`config.mk`:
```
export PLATFORM = sky130hd
export DESIGN_NAME = tone_combiner_flat
export DESIGN_NICKNAME = d
export VERILOG_FILES = /design/src/rtl/tone_combiner_if.sv /design/src/rtl/tone_combiner.sv /design/src/flat_wrapper.sv
export SDC_FILE = /design/constraint.sdc
export NUM_CORES = 1
export LEC_CHECK = 0
export BUFFER_PORTS_ARGS = -buffer_cell sky130_fd_sc_hd__buf_2
export CAP_MARGIN = 20
export CORE_MARGIN = 5
export CORE_UTILIZATION = 55
export DETAILED_ROUTE_END_ITERATION = 7
export GPL_ROUTABILITY_DRIVEN = 0
export PLACE_DENSITY = 0.71
export SLEW_MARGIN = 20
export SYNTH_ARGS = -nofsm -noshare
export SYNTH_HDL_FRONTEND = slang
export SYNTH_SLANG_ARGS = --single-unit
```
`constraint.sdc`:
```
create_clock -name clk -period 13.35 [get_ports clk]
set_input_delay 0.6675 -clock clk [delete_from_list [all_inputs] [get_ports clk]]
set_output_delay 0.6675 -clock clk [all_outputs]
set_load 0.1 [all_outputs]
```
`src/rtl/tone_combiner_if.sv`:
```
// Sample bus for the tone combiner: four tone channels in, one combined sample out.
interface tone_combiner_if;
  logic signed [13:0] ch0;
  logic signed [13:0] ch1;
  logic signed [13:0] ch2;
  logic signed [13:0] ch3;
  logic [3:0]         ch_en;
  logic               in_valid;
  logic [1:0]         shift;
  logic               mute;
  logic signed [13:0] dataOut;
  logic               out_valid;
  logic               sat_flag;
  logic [1:0]         ramp_state;

  modport master (
    output ch0, ch1, ch2, ch3, ch_en, in_valid, shift, mute,
    input  dataOut, out_valid, sat_flag, ramp_state
  );

  modport slave (
    input  ch0, ch1, ch2, ch3, ch_en, in_valid, shift, mute,
    output dataOut, out_valid, sat_flag, ramp_state
  );
endinterface

```
`src/rtl/tone_combiner.sv`:
```
// Four-channel tone mixer: masked adder tree, programmable shift, soft-start/stop
// gain ramp and 14-bit saturation in a 3-stage pipeline.
module tone_combiner #(
  parameter int RAMP_LOG2 = 8
) (
  input logic            clk,
  input logic            rst_n,
  tone_combiner_if.slave bus
);

  localparam int GW = RAMP_LOG2 + 1;
  localparam int PW = 16 + GW + 1;
  localparam logic [GW-1:0] G_MAX = {1'b1, {RAMP_LOG2{1'b0}}};
  localparam logic [GW-1:0] G_ONE = {{(GW-1){1'b0}}, 1'b1};
  localparam logic [GW-1:0] G_ZERO = '0;
  localparam logic signed [PW-1:0] OUT_MAX = 8191;
  localparam logic signed [PW-1:0] OUT_MIN = -8192;

  typedef enum logic [1:0] {
    MUTED     = 2'd0,
    RAMP_UP   = 2'd1,
    ACTIVE    = 2'd2,
    RAMP_DOWN = 2'd3
  } state_t;

  // Returns {clip, value}: value clamped to the 14-bit output range.
  function automatic logic [14:0] sat14(input logic signed [PW-1:0] v);
    logic [14:0] res;
    if (v > OUT_MAX)      res = {1'b1, 14'sd8191};
    else if (v < OUT_MIN) res = {1'b1, -14'sd8192};
    else                  res = {1'b0, v[13:0]};
    return res;
  endfunction

  logic signed [13:0] w_c0, w_c1, w_c2, w_c3;
  logic signed [14:0] w_s01, w_s23;
  logic signed [14:0] r_s01_p1, r_s23_p1;
  logic [1:0]         r_shift_p1;
  logic               r_vld_p1;
  logic signed [15:0] w_sum;
  logic signed [15:0] r_sum_p2;
  logic               r_vld_p2;
  logic signed [PW-1:0] w_sum_x, w_gain_x, w_prod, w_scaled;
  logic [14:0]        w_sat;
  logic [GW-1:0]      r_gain;
  logic [GW-1:0]      w_gain_inc, w_gain_dec;
  state_t             r_state;
  logic signed [13:0] r_data_out;
  logic               r_out_valid;
  logic               r_sat;

  assign w_c0  = bus.ch_en[0] ? bus.ch0 : 14'sd0;
  assign w_c1  = bus.ch_en[1] ? bus.ch1 : 14'sd0;
  assign w_c2  = bus.ch_en[2] ? bus.ch2 : 14'sd0;
  assign w_c3  = bus.ch_en[3] ? bus.ch3 : 14'sd0;
  assign w_s01 = {w_c0[13], w_c0} + {w_c1[13], w_c1};
  assign w_s23 = {w_c2[13], w_c2} + {w_c3[13], w_c3};

  // Stage 1: masked pairwise sums; shift is captured with its sample
  always_ff @(posedge clk) begin
    if (bus.in_valid) begin
      r_s01_p1   <= w_s01;
      r_s23_p1   <= w_s23;
      r_shift_p1 <= bus.shift;
    end
  end

  assign w_sum = {r_s01_p1[14], r_s01_p1} + {r_s23_p1[14], r_s23_p1};

  // Stage 2: full sum with floor shift
  always_ff @(posedge clk) begin
    if (r_vld_p1) r_sum_p2 <= w_sum >>> r_shift_p1;
  end

  assign w_sum_x  = {{(PW-16){r_sum_p2[15]}}, r_sum_p2};
  assign w_gain_x = {{(PW-GW){1'b0}}, r_gain};
  assign w_prod   = w_sum_x * w_gain_x;
  assign w_scaled = w_prod >>> RAMP_LOG2;
  assign w_sat    = sat14(w_scaled);

  always_ff @(posedge clk or negedge rst_n) begin
    if (!rst_n) begin
      r_vld_p1 <= 1'b0;
      r_vld_p2 <= 1'b0;
    end else begin
      r_vld_p1 <= bus.in_valid;
      r_vld_p2 <= r_vld_p1;
    end
  end

  // Stage 3: gain, saturation, output register
  always_ff @(posedge clk or negedge rst_n) begin
    if (!rst_n) begin
      r_data_out  <= 14'sd0;
      r_out_valid <= 1'b0;
      r_sat       <= 1'b0;
    end else begin
      r_out_valid <= r_vld_p2;
      if (r_vld_p2) begin
        r_data_out <= w_sat[13:0];
        r_sat      <= w_sat[14];
      end else begin
        r_sat <= 1'b0;
      end
    end
  end

  assign w_gain_inc = r_gain + G_ONE;
  assign w_gain_dec = r_gain - G_ONE;

  // Ramp advances only after a valid stage-3 sample has consumed the current gain
  always_ff @(posedge clk or negedge rst_n) begin
    if (!rst_n) begin
      r_state <= MUTED;
      r_gain  <= G_ZERO;
    end else if (r_vld_p2) begin
      case (r_state)
        MUTED: begin
          if (!bus.mute) begin
            r_gain  <= G_ONE;
            r_state <= (G_ONE == G_MAX) ? ACTIVE : RAMP_UP;
          end
        end
        RAMP_UP: begin
          if (bus.mute) begin
            r_gain  <= w_gain_dec;
            r_state <= (w_gain_dec == G_ZERO) ? MUTED : RAMP_DOWN;
          end else begin
            r_gain  <= w_gain_inc;
            r_state <= (w_gain_inc == G_MAX) ? ACTIVE : RAMP_UP;
          end
        end
        ACTIVE: begin
          if (bus.mute) begin
            r_gain  <= G_MAX - G_ONE;
            r_state <= (G_MAX == G_ONE) ? MUTED : RAMP_DOWN;
          end
        end
        RAMP_DOWN: begin
          if (!bus.mute) begin
            r_gain  <= w_gain_inc;
            r_state <= (w_gain_inc == G_MAX) ? ACTIVE : RAMP_UP;
          end else begin
            r_gain  <= w_gain_dec;
            r_state <= (w_gain_dec == G_ZERO) ? MUTED : RAMP_DOWN;
          end
        end
        default: begin
          r_state <= MUTED;
          r_gain  <= G_ZERO;
        end
      endcase
    end
  end

  assign bus.dataOut    = r_data_out;
  assign bus.out_valid  = r_out_valid;
  assign bus.sat_flag   = r_sat;
  assign bus.ramp_state = r_state;

endmodule

```
`src/flat_wrapper.sv`:
```
// flat-port wrapper written by rule: the top's interface ports become plain ports
module tone_combiner_flat 
#(
  parameter int RAMP_LOG2 = 8
)
  (clk, rst_n, bus_ch0, bus_ch1, bus_ch2, bus_ch3, bus_ch_en, bus_in_valid, bus_shift, bus_mute, bus_dataOut, bus_out_valid, bus_sat_flag, bus_ramp_state);
  tone_combiner_if bus_i ();
  input logic clk;
  input logic rst_n;
  input wire logic [$bits(bus_i.ch0)-1:0] bus_ch0;
  input wire logic [$bits(bus_i.ch1)-1:0] bus_ch1;
  input wire logic [$bits(bus_i.ch2)-1:0] bus_ch2;
  input wire logic [$bits(bus_i.ch3)-1:0] bus_ch3;
  input wire logic [$bits(bus_i.ch_en)-1:0] bus_ch_en;
  input wire logic [$bits(bus_i.in_valid)-1:0] bus_in_valid;
  input wire logic [$bits(bus_i.shift)-1:0] bus_shift;
  input wire logic [$bits(bus_i.mute)-1:0] bus_mute;
  output wire logic [$bits(bus_i.dataOut)-1:0] bus_dataOut;
  output wire logic [$bits(bus_i.out_valid)-1:0] bus_out_valid;
  output wire logic [$bits(bus_i.sat_flag)-1:0] bus_sat_flag;
  output wire logic [$bits(bus_i.ramp_state)-1:0] bus_ramp_state;
  assign bus_i.ch0 = bus_ch0;
  assign bus_i.ch1 = bus_ch1;
  assign bus_i.ch2 = bus_ch2;
  assign bus_i.ch3 = bus_ch3;
  assign bus_i.ch_en = bus_ch_en;
  assign bus_i.in_valid = bus_in_valid;
  assign bus_i.shift = bus_shift;
  assign bus_i.mute = bus_mute;
  assign bus_dataOut = bus_i.dataOut;
  assign bus_out_valid = bus_i.out_valid;
  assign bus_sat_flag = bus_i.sat_flag;
  assign bus_ramp_state = bus_i.ramp_state;
  tone_combiner #(.RAMP_LOG2(RAMP_LOG2)) u_core (.clk(clk), .rst_n(rst_n), .bus(bus_i));
endmodule
```
==> impl_metrics.yaml <==
synthesis:
  avgSynthCellArea_sq_um: 9.270
  syn_area_sq_um: 10670
  synth-edff-count: 48
  ys_seq_area_share_pct: 20.31
  ys.warnings.count: 0
  netlist_instances: 1151
  ys_types: 70
  synthFlopType: "edfxtp_1"
  syn_nets: 1442
  async_flop_share_pct: 37.66
  ys_ff_latch: 77
timing:
  setup_viol: 0
  rsz0062_at_grt: "no"
  tightest_slew_ns: 0.9724
  timing.fmax_mhz: 142.6
  fin_crit_ns: 7.015
  maxSlewViolCount: 0
  clock_skew_ns: 0.01741
  post-route-period-util_pct: 52.54
  relSlewSlack_pct: 35.17
  tns_ns: 0
  final_hold_viol_count: 0
layout:
  diodes: 0
  syn_to_final_growth_pct: 7.716
  final-seq-area_sq_um: 2167
  nNetsFinal: 1488
  final_cells: 1467
  drive_gt1_share_pct: 10.98
  utilization_pct: 59.64
  final.fill_count: 1732
  multi_input_area_sq_um: 7576
routing:
  num_vias: 7946
  drc: 0
  drt_iter0_markers: 336
  drt.antenna.violating_nets: 0
  drtPass1Iterations: 5
  drt_wl_total_mm: 21.51
  viasPerCell: 5.416
  wl_per_cell_um: 14.66
cts:
  cts.clk_slew.worst_paths_ns: 0.07
  clock_latency_ns: 0.35
  cts_buffers: 9
  clock_sinks: 77
  cts_root_buf: "clkbuf_16"
  clockBufferDepth: 2
  cts_resized: 0
  htree_levels: 3
  cts_hold_buf: 0
  cts_tree: "yes"
  postCtsSetupBuffers: 0
floorplan:
  io_pins: 84
  dieArea_sq_um: 22290
  core_area_sq_um: 19270
  die_h_um: 149.3
  core.rowCount: 51
  dieWidth_um: 149.3
  initial_core_util_pct: 55.37
global_routing:
  gr-max-usage-layer: "met2"
  met1_usage_pct: 29.02
  grt_overflow: 0
  grt_pass1_wl_mm: 37.96
  antenna_found_initial: 0
  grt_use_met2_pct: 34.96
  grtUsageMet3_pct: 1.914
  grt_max_degree: 34
  grtUsageTotal_pct: 20.65
  grt_pass1_vias: 8103
setup_path:
  cp.required_ns: 13.62
  cp.buffers_inverters: 4
  cp_slowest_stage_delay_ns: 0.94
  worstSetupStartpointType: "flip-flop"
  critical_path.slowest_cell: "dfrtp_1"
  startpoint: "u_core.r_gain[2]"
  worstPathMaxFanout: 28
  reg2reg_from: "u_core.r_gain[2]"
  path_cells: "and2_1, fa_1, fa_1, inv_1, fa_1, inv_1, fa_1, inv_1, fa_1, inv_1, ha_1, a21oi_1, o2bb2ai_1, a31oi_1, a32o_1, a31oi_1, o31ai_2, or4_4, a21oi_4, a221o_1"
  arrival_ns: 7.29
  cpLargestDelayFamily: "adder cells"
  cp_common_cell: "fa_1"
  critPathKind: "reg -> reg"
  crit_path_end_kind: "flip-flop"
outcome:
  status: "finished clean"
hold_path:
  holdCritPathClass: "in -> async"
place:
  io_buffers: 83
  dp.cells: 1451
  hpwl_mm: 17.16
flow_run:
  maxCapViolCount: 0
[cells in the final DEF, fill, tap and decap left out, types with 5 or more instances in the layout]
cell,count
inv_1,186
o211ai_1,6
a31oi_1,8
mux2i_1,19
nand2_1,108
nor3_1,17
fa_1,124
edfxtp_1,48
and2_2,7
a21o_1,8
ha_1,101
buf_2,83
a221o_1,14
and2_1,110
nand3_1,19
nor2b_1,8
dfrtp_1,29
a21oi_1,42
xnor2_1,41
o21ai_0,30
nor2_1,58
xor2_1,16
nor4_1,5
o21ai_1,7
or2_2,5
o21a_1,7
clkbuf_16,9
[metrics by stage]
step	cell area [sq um]	setup slack [ns]	hold WS, ns
after floorplan	10670	6.841	0.3685
final	11490	6.335	0.3423
after global placement	11200	6.599	0.5020
after global routing	11490	5.840	0.4007
after detailed placement	11200	6.443	0.5006
after CTS	11490	6.387	0.3616
[sequential cells by signal, summed over array words and instances, names as in the netlist, named ones only]
register,count
u_core.bus.ramp_state,1
u_core.r_shift_p1,2
u_core.r_gain,9
u_core.r_sum_p2,16
u_core.bus.out_valid,1
u_core.bus.sat_flag,1
u_core.r_vld_p2,1
u_core.bus.dataOut,14
u_core.r_vld_p1,1
u_core.r_s23_p1,15
u_core.r_s01_p1,15
[Yosys cell counts, drive strengths merged, types with 9 or more instances]
cell type | n | area, sq um
nor2 | 58 | 217.7
inv | 186 | 698.2
a221o | 14 | 140.1
clkbuf | 39 | 176.4
xnor2 | 42 | 375.4
o21ai | 38 | 201.4
ha | 101 | 1264
nor3 | 17 | 85.08
buf | 10 | 52.55
xor2 | 16 | 140.1
a21oi | 44 | 235.2
edfxtp | 48 | 1441
and2 | 117 | 740.7
fa | 124 | 2482
mux2i | 19 | 190.2
dfrtp | 29 | 725.7
a21o | 9 | 68.82
nand3 | 19 | 95.09
nand2 | 108 | 405.4
[kinds of logic after synthesis]
logic type      share of synthesized area, %
buf+inv                                8.689
mux                                    2.838
compound gates                         10.78
flops                                  20.31
xor+xnor                               4.831
simple gates                           17.45
fa+ha+maj                              35.11
[final timing paths]
check / endpoint / slack [ns] / depth (start not counted)
max: u_core.bus.dataOut[2] / 6.34 / 20
min: u_core.r_vld_p1 / 0.34 / 1
max reg2reg: u_core.bus.dataOut[2] / 6.34 / 20
min reg2reg: u_core.bus.dataOut[0] / 0.51 / 1
max in group asynchronous: u_core.bus.dataOut[7] / 12.56 / 1
min in group clk: u_core.r_shift_p1[1] / 0.50 / 1
[area by class of cell]
class | instances | share of cell area, %
clock inverters | 6 | 0.5987
flip-flops and latches | 77 | 18.85
well taps | 265 | 2.885
inverters | 186 | 6.074
clock buffers | 10 | 1.992
multi-input cells | 839 | 65.92
repair buffers | 84 | 3.680
[metal layers]
| metal | routed length (um) | part of all wire, % | vias up |
|---|---|---|---|
| met3 | 731 | 3.4 | 24 |
| met1 | 9909 | 46 | 3925 |
| met5 | 0 | 0 | - |
| met4 | 327 | 1.5 | 0 |
| met2 | 10540 | 49 | 145 |
| li1 | - | - | 3852 |
Power is not shown: default switching activity piles up to over one toggle a cycle in this logic, so the estimate is an artifact.
